--- src/rtl/lsu_mem_access.sv ---
// -----------------------------------------------------------------------------
// lsu_mem_access
// Load/store access unit of the multi-cycle RV32I core. It accepts one decoded
// memory instruction at a time, runs the request/response handshake with data
// memory, builds byte strobes and replicated store data, and aligns and extends
// load data for writeback. Misaligned or illegally encoded accesses finish with
// misalign_err set and never raise a memory request.
//
// Ports
//   clk, rst            clock (rising edge), asynchronous active-high reset
//   start               begin an access (sampled only while idle)
//   mem_read/mem_write  decoder load/store flags
//   mem_src             decoder one-hot {sh,sb,sw,lhu,lh,lbu,lb,lw} (bit7..bit0)
//   addr, store_data    effective address and rs2 value
//   Address             word-aligned request address
//   MemWrite, MemRead   request valids, held until Mem_Req_Ready
//   Write_data/strb     lane-replicated store data and byte enables
//   Mem_Req_Ready       memory accepts the pending request
//   Read_data(_Valid)   read response; Read_data_Ready while waiting for it
//   load_result         aligned/extended load value, held until the next load
//   done, misalign_err  one-cycle completion pulse and its error flag
//   busy                access in progress
// -----------------------------------------------------------------------------
module lsu_mem_access #(
    parameter int ADDR_W      = 32,
    parameter bit ALIGN_CHECK = 1'b1
) (
    input  logic              clk,
    input  logic              rst,
    input  logic              start,
    input  logic              mem_read,
    input  logic              mem_write,
    input  logic [7:0]        mem_src,
    input  logic [ADDR_W-1:0] addr,
    input  logic [31:0]       store_data,
    output logic [ADDR_W-1:0] Address,
    output logic              MemWrite,
    output logic [31:0]       Write_data,
    output logic [3:0]        Write_strb,
    output logic              MemRead,
    input  logic              Mem_Req_Ready,
    input  logic [31:0]       Read_data,
    input  logic              Read_data_Valid,
    output logic              Read_data_Ready,
    output logic [31:0]       load_result,
    output logic              done,
    output logic              misalign_err,
    output logic              busy
);

    // Bit positions inside the one-hot mem_src vector.
    localparam int B_LW  = 0;
    localparam int B_LB  = 1;
    localparam int B_LBU = 2;
    localparam int B_LH  = 3;
    localparam int B_LHU = 4;
    localparam int B_SW  = 5;
    localparam int B_SB  = 6;
    localparam int B_SH  = 7;

    typedef enum logic [2:0] {
        ST_IDLE    = 3'd0,
        ST_WR_REQ  = 3'd1,
        ST_RD_REQ  = 3'd2,
        ST_RD_WAIT = 3'd3,
        ST_FIN     = 3'd4
    } state_t;

    state_t      state_r;
    logic [1:0]  off_r;     // byte offset used for lane selection
    logic [7:0]  src_r;     // latched access type
    logic        err_r;     // access rejected, reported with done

    logic        onehot_s;
    logic        load_type_s;
    logic        store_type_s;
    logic        legal_s;
    logic        half_s;
    logic        word_s;
    logic        misalign_s;
    logic [1:0]  eff_off_s;
    logic [3:0]  strb_s;
    logic [31:0] wdata_s;

    function automatic logic is_onehot8(input logic [7:0] v);
        logic [3:0] cnt;
        cnt = 4'd0;
        for (int i = 0; i < 8; i++) begin
            cnt = cnt + {3'd0, v[i]};
        end
        return (cnt == 4'd1);
    endfunction

    // Select the addressed byte/halfword of a read word and extend it.
    function automatic logic [31:0] align_load(input logic [31:0] word,
                                               input logic [7:0]  src,
                                               input logic [1:0]  off);
        logic [7:0]  byte_v;
        logic [15:0] half_v;
        logic [31:0] res;
        byte_v = 8'(word >> {off, 3'b000});
        half_v = 16'(word >> {off[1], 4'b0000});
        if (src[B_LB]) begin
            res = {{24{byte_v[7]}}, byte_v};
        end else if (src[B_LBU]) begin
            res = {24'd0, byte_v};
        end else if (src[B_LH]) begin
            res = {{16{half_v[15]}}, half_v};
        end else if (src[B_LHU]) begin
            res = {16'd0, half_v};
        end else begin
            res = word;
        end
        return res;
    endfunction

    // Classify the incoming decoder request and prepare store lanes.
    always_comb begin
        onehot_s     = is_onehot8(mem_src);
        load_type_s  = |mem_src[B_LHU:B_LW];
        store_type_s = |mem_src[B_SH:B_SW];
        legal_s      = onehot_s &&
                       ((mem_read && !mem_write && load_type_s) ||
                        (mem_write && !mem_read && store_type_s));
        half_s       = mem_src[B_SH] | mem_src[B_LH] | mem_src[B_LHU];
        word_s       = mem_src[B_SW] | mem_src[B_LW];
        misalign_s   = ALIGN_CHECK &&
                       ((half_s && addr[0]) || (word_s && (addr[1:0] != 2'b00)));
        // With the check disabled the offset is rounded down to the access size.
        if (word_s) begin
            eff_off_s = 2'b00;
        end else if (half_s) begin
            eff_off_s = {addr[1], 1'b0};
        end else begin
            eff_off_s = addr[1:0];
        end
        if (mem_src[B_SW]) begin
            strb_s  = 4'b1111;
            wdata_s = store_data;
        end else if (mem_src[B_SH]) begin
            strb_s  = eff_off_s[1] ? 4'b1100 : 4'b0011;
            wdata_s = {2{store_data[15:0]}};
        end else if (mem_src[B_SB]) begin
            strb_s  = 4'b0001 << eff_off_s;
            wdata_s = {4{store_data[7:0]}};
        end else begin
            strb_s  = 4'b0000;
            wdata_s = 32'd0;
        end
    end

    // Access FSM with all outputs registered.
    always_ff @(posedge clk or posedge rst) begin
        if (rst) begin
            state_r         <= ST_IDLE;
            off_r           <= 2'b00;
            src_r           <= 8'd0;
            err_r           <= 1'b0;
            Address         <= '0;
            MemWrite        <= 1'b0;
            Write_data      <= 32'd0;
            Write_strb      <= 4'd0;
            MemRead         <= 1'b0;
            Read_data_Ready <= 1'b0;
            load_result     <= 32'd0;
            done            <= 1'b0;
            misalign_err    <= 1'b0;
            busy            <= 1'b0;
        end else begin
            done         <= 1'b0;
            misalign_err <= 1'b0;
            case (state_r)
                ST_IDLE: begin
                    if (start) begin
                        Address <= {addr[ADDR_W-1:2], 2'b00};
                        off_r   <= eff_off_s;
                        src_r   <= mem_src;
                        busy    <= 1'b1;
                        if (!legal_s || misalign_s) begin
                            err_r   <= 1'b1;
                            state_r <= ST_FIN;
                        end else if (mem_write) begin
                            err_r      <= 1'b0;
                            MemWrite   <= 1'b1;
                            Write_data <= wdata_s;
                            Write_strb <= strb_s;
                            state_r    <= ST_WR_REQ;
                        end else begin
                            err_r   <= 1'b0;
                            MemRead <= 1'b1;
                            state_r <= ST_RD_REQ;
                        end
                    end
                end
                ST_WR_REQ: begin
                    if (Mem_Req_Ready) begin
                        MemWrite <= 1'b0;
                        state_r  <= ST_FIN;
                    end
                end
                ST_RD_REQ: begin
                    if (Mem_Req_Ready) begin
                        MemRead         <= 1'b0;
                        Read_data_Ready <= 1'b1;
                        state_r         <= ST_RD_WAIT;
                    end
                end
                ST_RD_WAIT: begin
                    if (Read_data_Valid) begin
                        load_result     <= align_load(Read_data, src_r, off_r);
                        Read_data_Ready <= 1'b0;
                        state_r         <= ST_FIN;
                    end
                end
                ST_FIN: begin
                    done         <= 1'b1;
                    misalign_err <= err_r;
                    err_r        <= 1'b0;
                    busy         <= 1'b0;
                    state_r      <= ST_IDLE;
                end
                default: begin
                    MemWrite        <= 1'b0;
                    MemRead         <= 1'b0;
                    Read_data_Ready <= 1'b0;
                    busy            <= 1'b0;
                    state_r         <= ST_IDLE;
                end
            endcase
        end
    end

endmodule

--- config.mk ---
export PLATFORM = sky130hd
export DESIGN_NAME = lsu_mem_access
export DESIGN_NICKNAME = d
export VERILOG_FILES = /design/src/rtl/lsu_mem_access.sv
export SDC_FILE = /design/constraint.sdc
export NUM_CORES = 1
export LEC_CHECK = 0
export ABC_AREA = 0
export BUFFER_PORTS_ARGS = -buffer_cell sky130_fd_sc_hd__buf_4
export CORE_ASPECT_RATIO = 0.7
export CORE_MARGIN = 4
export CORE_UTILIZATION = 50
export DETAILED_ROUTE_END_ITERATION = 8
export PLACE_DENSITY_LB_ADDON = 0.05
export SYNTH_ARGS = -nofsm -noshare
export SYNTH_HDL_FRONTEND = slang
export SYNTH_SLANG_ARGS = --single-unit
--- constraint.sdc ---
create_clock -name clk -period 4.4 [get_ports clk]
set_clock_uncertainty 0.05 [all_clocks]
set_input_delay 0.66 -clock clk [delete_from_list [all_inputs] [get_ports clk]]
set_output_delay 0.66 -clock clk [all_outputs]
set_load 0.005 [all_outputs]
# Word-level counts from Yosys, hierarchy flattened
# Cells that the tools add are included.
[op_classes]
addsub = 7
n_reduce_logical = 31
eq_ne = 12
n_mux = 39
bitwise = 8
shifts = 3
[ops]
columns = ["cell", "n"]
rows = [
  ["32-bit 2-to-1 mux", 7],
  ["32-bit by 5-bit right shift with 16-bit output", 1],
  ["32-bit by 5-bit right shift with 8-bit output", 1],
  ["4-bit by 1-bit adder with 4-bit output", 4],
  ["4-bit 2-to-1 mux", 4],
  ["1-bit 2-to-1 mux", 15],
  ["3-bit 2-to-1 mux", 5],
  ["3-bit OR reduction", 5],
  ["2-bit inequality test, second input constant", 7],
  ["3-bit one-hot mux with 4 select lines", 1],
  ["5-bit AND reduction", 2],
  ["1-bit one-hot mux with 3 select lines", 3],
  ["2-bit AND reduction", 4],
  ["4-bit AND reduction", 2],
  ["1-bit logical AND", 7],
  ["3-bit by 2-bit == test with 1-bit output, second input constant", 2],
  ["1-bit NOT", 5],
  ["5-bit OR reduction", 1],
  ["3-bit by 1-bit adder with 4-bit output", 1],
  ["4-bit by 1-bit == test with 1-bit output, second input constant", 1],
  ["2-bit 2-to-1 mux", 2],
  ["1-bit one-hot mux with 2 select lines", 2],
  ["2-bit nonzero test", 2],
  ["1-bit by 2-bit << shifter with 4-bit output, first input constant", 1],
  ["9 further kinds", 15],
]
[word_totals]
wordCells = 114
input_bits = 111
regBits = 115

# Longest topological paths before layout
# Gate-level depths: netlist (run 1).
[logic_depth]
depth_word = 14
depth_mapped = 13
depth_no_buf = 12

# Worst setup path before layout (run 1)
# No wires, ideal clock.
[synth_path]
path_type = "input to register"
start = "input port mem_src[0]"
end = "register Write_data[0]"
slack_ps = 410
setup_ps = 125
arrival_time_ps = 3815
path_stages = 13
n_path_buf = 1
path_cell_list = "inv_1 > fa_1 > fa_1 > fa_1 > inv_1 > ha_1 > inv_1 > fa_1 > a211o_1 > nand2_1 > nand4_4 > buf_6 > mux2_4"
[synth_via]
elab_chain_cells = 13
[synth_rtl]
columns = ["element", "line", "source"]
rows = [
  ["from (decl)", "33", "input logic [7:0] mem_src,"],
  ["1-bit by 1-bit adder with 2-bit output", "89", "cnt = cnt + {3'd0, v[i]};"],
  ["2-bit by 1-bit adder with 3-bit output", "89", ""],
  ["3-bit by 1-bit adder with 4-bit output", "89", ""],
  ["4-bit by 1-bit adder with 4-bit output (4 in a row)", "89", ""],
  ["4-bit by 1-bit == test with 1-bit output", "91", "return (cnt == 4'd1);"],
  ["1-bit logical AND", "122", "legal_s = onehot_s &&"],
  ["1-bit logical NOT", "179", "if (!legal_s || misalign_s) begin"],
  ["1-bit logical OR *", "179", ""],
  ["1-bit NOT (no source line) *", "-", ""],
  ["4-bit AND reduction (no source line) *", "-", ""],
  ["to (signal assigned)", "185", "Write_data <= wdata_s;"],
  ["to (decl)", "38", "output logic [31:0] Write_data,"],
]
# Mark *: on every way between the ends. The rest lies on a longest branch, timed or not.
# A chain may end at the register's enable or synchronous reset.

# Worst setup path after layout (run 1)
[layout_path]
start = "input port mem_src[1]"
end = "register Write_strb[1]"
[layout_via]
elab_chain_cells = 13
[layout_rtl]
columns = ["element", "line", "source"]
rows = [
  ["1-bit by 1-bit adder with 2-bit output", "89", ""],
  ["2-bit by 1-bit adder with 3-bit output", "89", ""],
  ["3-bit by 1-bit adder with 4-bit output", "89", ""],
  ["4-bit by 1-bit adder with 4-bit output (4 in a row)", "89", ""],
  ["4-bit by 1-bit == test with 1-bit output", "91", ""],
  ["1-bit logical AND *", "122", ""],
  ["1-bit logical NOT *", "179", ""],
  ["1-bit logical OR *", "179", ""],
  ["1-bit NOT (no source line) *", "-", ""],
  ["4-bit AND reduction (no source line) *", "-", ""],
  ["to (signal assigned)", "186", "Write_strb <= strb_s;"],
  ["to (decl)", "39", "output logic [3:0] Write_strb,"],
]
# Marked as above.

==> metrics, run 1 <==
status=finished, final reports clean; Clock transition at path regs=0.06 ns; crit share post-route=86.0%; DR vias=4807; crit path cell chain=buf_4, inv_1, fa_1, fa_1, fa_1, inv_1, ha_1, inv_1, fa_1, a211o_1, nand2_1, nand4_4, buf_12, mux2_4; CTS-repair resized insts=0; FILL cells=816; Vias/cell=about 5.4; P_leak=4.28 nW; ANT cells=0; Max clock buf depth=2; max_cap viols=0; post-CTS setup buffer count=0; Fmax achieved=264 MHz; DRT iter0 DRCs=292; Seq cells post-synth=114; starting density of the core=52.3%; top cells by area, synth=dfrtp_1, mux2_2, mux2_4, mux2i_1, o22a_1; FP Rows=32; die height=98.9 microns; Net Sw Power=1.02 mW; H-tree levels=4; cell count after placement=852; final max-slew violation count=0; crit path max fanout=37; Final Power=about 4 mW; Cell Area, Synth=approximately 5900 sq um; Final setup viols=0; pin count of the biggest net entering global routing=46; Startpoint Class=primary input; ys flop type=dfrtp_1; Setup crit end kind=register; layout cells sized above 1=47.7%; Synth Instances=512; DRT Pass-1 Iters=5; final instance area=between 8000 and 9000 sq um; hold violation count in the final report=0; DR WL/cell=roughly 19 microns; sequential share of power=a little over a third; Internal=2.87 mW; DRC=0; Switching Share=26.3%; crit path time final=about 3.8 ns; Placer Congestion=0.878; Synth warnings=0; setup TNS=0 ns; first-pass GRT wire length=26600 microns; slowest CP cell=fa_1; CORE AREA=11300 sq um; Max VDD drop=between 0.3 and 0.4 mV; relative slew slack=37.3%; Antenna Nets Post-Route=0; post-route insts no fill=around 880; Layout area overhead=40.2%; Hold Buf Count CTS=0; antenna violations before repair=0; CTS tree=done; largest area contributor in the netlist=dfrtp_1; Syn Area/Cell=11.5 sq um; Worst Path Required=4.63 ns; FFs w/ async S/R, synth=100%; most numerous cell on the critical path=fa_1; Root Buffer=clkbuf_16; NumNets Final=837; Num Clock Sinks=114; Tot GR Track Use=roughly 25%; Cell Area, Placed=7620 sq um; CP peak stage delay=approximately 0.50 ns; hold slack=around 0.2 ns; Worst-Skew Late Latency=0.40 ns; Clock Power Share=39.0%; pwr dens=470 nW/um^2; die area=13600 sq um; port bufs=214; I/O Pins=217; RSZ-0062 raised after global routing=false; Yosys cell types=44; Comb pwr share=approximately a quarter; share of the synthesized area in the top cell type=between 40% and 50%; GRT Residual Overflow=0; number of synthesized flops with an enable pin=0; die width=138 microns; critical path class=primary input to register; Num CTS Buffers=17; min-delay worst type=primary input to asynchronous set/reset pin; DP HPWL=12400 microns; vias in the first global route=4994; actual slew at the worst max-slew pin=between 0.9 and 1 ns; Routed WL=~16000 microns; sequential area share after synthesis=48.3%; data arrival time of the worst path=4.01 ns
[power groups by stage]
stage	Combinational (mW)	Sequential [mW]	Clock (mW)
floorplan	0.484	1.39	0
detailed placement	0.988	1.41	0
CTS	0.992	1.40	1.54
global placement	0.962	1.40	0
global route	1.08	1.42	1.60
finish	0.978	1.40	1.52
[layout make-up]
class / count / area (sq um) / area share (%)
clock buffers: 19 / 453 / 5.47
clock inverters: 13 / 206 / 2.49
inverters: 19 / 73.8 / 0.892
multi-input cells: 344 / 2820 / 34.1
flip-flops and latches: 114 / 2850 / 34.5
well taps: 153 / 191 / 2.31
repair buffers: 222 / 1680 / 20.3
[Yosys cell counts, types with 2 or more instances]
library cell	count
buf_2	2
mux2_4	29
dfrtp_1	114
buf_4	2
o21a_1	2
buf_6	3
mux4_2	8
o21ai_0	28
mux2_2	47
inv_1	19
nor2b_1	8
a21o_1	8
nor3_1	2
a211oi_1	9
nor3b_1	2
nor2_1	30
fa_1	4
nand2b_1	7
o22a_1	24
o31ai_1	5
buf_1	4
or2_2	4
nand2_1	53
mux2i_1	26
o22ai_1	2
clkbuf_1	25
ha_1	4
a21oi_1	25
[per-stage QoR]
step / setup slack, ns / utilization, %
finish: 0.617 / 73.3
global route: 0.447 / 73.3
CTS: 0.606 / 73.3
detailed placement: 0.181 / 67.5
global placement: 0.250 / 67.5
floorplan: 0.410 / -
[path summary, 6_finish.rpt]
| path | endpoint | startpoint | depth (start not counted) | slack, ns |
|---|---|---|---|---|
| worst max register to register | Write_strb[1] | state_r[2] | 5 | 1.81 |
| worst max-delay path | Write_strb[1] | mem_src[1] | 14 | 0.62 |
| worst min register to register | load_result[4] | load_result[4] | 1 | 0.42 |
| worst min-delay path | Write_data[9] | rst | 2 | 0.20 |
| min in group clk | load_result[4] | load_result[4] | 1 | 0.42 |
| max in group asynchronous | load_result[27] | rst | 3 | 3.22 |
[cells in the final DEF (no fill, tap or decap), types with 2 or more instances in the layout]
| cell type | count |
|---|---|
| a21oi_1 | 25 |
| clkinv_2 | 2 |
| conb_1 | 2 |
| ha_1 | 4 |
| mux2_2 | 47 |
| a211oi_1 | 9 |
| inv_1 | 18 |
| o21ai_0 | 28 |
| a21o_1 | 8 |
| clkinvlp_4 | 5 |
| buf_4 | 221 |
| clkbuf_16 | 17 |
| mux2i_1 | 26 |
| bufinv_16 | 5 |
| mux2_4 | 29 |
| dfrtp_1 | 114 |
| o22a_1 | 24 |
| o22ai_1 | 2 |
| nand2b_1 | 7 |
| o21a_1 | 2 |
| nor3b_1 | 2 |
| clkbuf_8 | 2 |
| nand2_1 | 53 |
| fa_1 | 4 |
| or2_2 | 4 |
| nor2_1 | 30 |
| o31ai_1 | 5 |
| mux4_2 | 8 |
| nor2b_1 | 8 |
[sequential cells by signal (all words and copies together) (netlist names)]
register,flops
misalign_err,1
Address,30
busy,1
done,1
off_r,2
src_r,4
err_r,1
Write_strb,4
Write_data,32
state_r,3
load_result,32
MemRead,1
Read_data_Ready,1
MemWrite,1
[routing by layer]
metal	global-route usage (%)	wire length, microns
met4	5.47	202
met2	36.3	7440
met3	9.13	1670
met1	35.9	7170
met5	0	0
[logic make-up (layout without fill, tap and decap cells)]
kind of cell             Yosys count  count (layout)  share of synthesized area (%)
adder cells (fa/ha/maj)            8               8                           2.20
buffers and inverters             55             273                           4.05
other                              1               2                         0.0635
AND/OR/NAND/NOR                  115             115                           9.38
AO/OA/AOI/OAI                    109             109                           12.2
flip-flops                       114             114                           48.3
multiplexers                     110             110                           23.8
[critical path: cells and delay by family]
kind                       cells  cell delay, ns
buffers and inverters          5            0.58
muxes                          1            0.32
AOI/OAI and AO/OA              1            0.27
and+or+nand+nor                2            0.27
adders and majority gates      5            1.87
No activity file was read; power rests on OpenSTA's default activity.
==> run 2, diff against run 1 <==
==> constraint.sdc (replaced) <==
create_clock -name clk -period 4.2 [get_ports clk]
set_clock_uncertainty 0.05 [all_clocks]
set_input_delay 0.42 -clock clk [delete_from_list [all_inputs] [get_ports clk]]
set_output_delay 0.42 -clock clk [all_outputs]
set_load 0.005 [all_outputs]
==> metrics, run 2 (same netlist as run 1, synthesis figures left out) <==
status=finished, final reports clean; hold wc startpoint=addr[28]; DRC=0 (unchanged); Tot GR Track Use=24.8% (-0.13 points); Num Clock Sinks=114 (unchanged); Fmax achieved=277 MHz; Startpoint Class=primary input; min-delay worst type=primary input to register; critical path class=primary input to register; starting density of the core=52.3% (unchanged); pwr dens=485 nW/um^2 (+3.1%); die area=13600 sq um (unchanged); die width=138 microns (unchanged); slowest CP cell=fa_1; port bufs=214 (unchanged); die height=98.9 microns (unchanged); CP peak stage delay=0.51 ns (about the same); DR WL/cell=18.9 microns (+1.3%); crit path max fanout=37 (unchanged); crit share post-route=85.9%; Worst-Skew Late Latency=0.40 ns (about the same); Placer Congestion=0.861 (-2.0%); Worst Path Required=4.44 ns (-0.19 ns); Sequential cell area=2850 sq um (unchanged); CTS-repair resized insts=0 (unchanged); pin count of the biggest net entering global routing=46 (unchanged); FP Rows=32 (unchanged); P_leak=4.28 nW (about the same); setup TNS=0 ns (unchanged); ANT cells=0 (unchanged); first-pass GRT wire length=26200 microns (-1.7%); commonest non-fill, non-tap cell in the layout=buf_4; NumNets Final=838 (+0.12%); area of the multi-input gates=2820 sq um (unchanged); post-CTS setup buffer count=0 (unchanged); DR vias=4753 (-1.1%); r2r startpoint=state_r[2]; Final setup viols=0 (unchanged); actual slew at the worst max-slew pin=0.965 ns (+0.0287 ns); biggest regs=Write_data: 32 flops, load_result: 32 flops, Address: 30 flops; I/O Pins=217 (unchanged); DRT iter0 DRCs=391 (+34%); max_cap viols=0 (unchanged); Cell Area, Placed=7620 sq um (unchanged); Root Buffer=clkbuf_16; H-tree levels=4 (unchanged); GRT Residual Overflow=0 (unchanged); Setup crit end kind=register; CTS tree=done; hold violation count in the final report=0 (unchanged); layout cells sized above 1=47.7% (-0.065 points); Max clock buf depth=2 (unchanged); most frequent cells in the layout=buf_4, dfrtp_1, nand2_1; Vias/cell=5.37 (-1.2%); Max VDD drop=0.368 mV (+14%); most numerous cell on the critical path=fa_1; RSZ-0062 raised after global routing=false; Clock transition at path regs=0.06 ns (about the same); final max-slew violation count=0 (unchanged); CORE AREA=11300 sq um (unchanged); Num CTS Buffers=17 (unchanged); crit path cell chain=buf_4, inv_1, fa_1, fa_1, fa_1, inv_1, ha_1, inv_1, fa_1, a211o_1, nand2_1, nand4_4, buf_12, mux2_4; DRT Pass-1 Iters=4 (-1); crit path time final=~3.6 ns; data arrival time of the worst path=3.85 ns (-0.16 ns); Antenna Nets Post-Route=0 (unchanged); final instance area=8250 sq um (-0.33%); antenna violations before repair=0 (unchanged); Worst Setup SP=mem_src[1]; Routed WL=16700 microns (+1.4%); vias in the first global route=4989 (-0.10%); FILL cells=835 (+2.3%); DP HPWL=12600 microns (+1.6%); relative slew slack=35.4% (-1.9 points); Layout area overhead=39.7%
## run 2: timing repair
action / CTS / global route
setup endpoints to repair: 0 / 0
hold buffers: 1 / 0
endpoints found under the hold margin: 27 / 0
## run 2: critical path: cells and delay by family
family                   cells  cell delay, ns
buffers and inverters        5            0.61
multiplexers                 1            0.33
AND/OR/NAND/NOR              2            0.26
adder cells (fa/ha/maj)      5            1.91
AO/OA/AOI/OAI                1            0.29
## run 2: per-layer routing
layer	track usage [%]	part of all wire [%]	vias to the layer above
met2	37.6	46	173
met1	33.9	44	2323
met4	6.53	1.3	0
li1	-	-	2238
met5	0	0	-
met3	9.03	8.5	19
## run 2: layout make-up
type                    instances  share of cell area, %
clock buffers                  17                   5.15
clock inverters                15                   2.38
inverters                      19                  0.894
multi-input cells             344                   34.2
flip-flops and latches        114                   34.6
well taps                     153                   2.32
repair buffers                223                   20.5
## run 2: worst paths after layout
check / to / slack (ns) / cells after the start
max reg2reg: Write_strb[1] / 1.68 / 5
max: Write_strb[1] / 0.59 / 14
min reg2reg: load_result[3] / 0.43 / 1
max in group asynchronous: load_result[6] / 2.69 / 4
min in group asynchronous: Write_data[9] / 0.50 / 3
min: Address[28] / 0.19 / 2
## run 2: power by group
| group | switching [mW] | internal (mW) | total [mW] |
|---|---|---|---|
| sequential | 0.150 | 1.32 | 1.47 |
| clock | 0.552 | 0.951 | 1.50 |
| combinational | 0.423 | 0.608 | 1.03 |
| total | 1.12 | 2.88 | 4.00 |
## run 2: through the flow
stage	setup slack (ns)	hold WS (ns)	util [%]	std cells	power (mW)
after detailed placement	0.207	0.388	67.5	852	2.51
after floorplan	0.450	0.422	-	513	1.97
final	0.592	0.189	73.1	885	4.00
after global placement	0.290	0.385	67.5	852	2.48
after CTS	0.616	0.177	73.1	885	4.03
after global routing	0.481	0.173	73.1	885	4.21
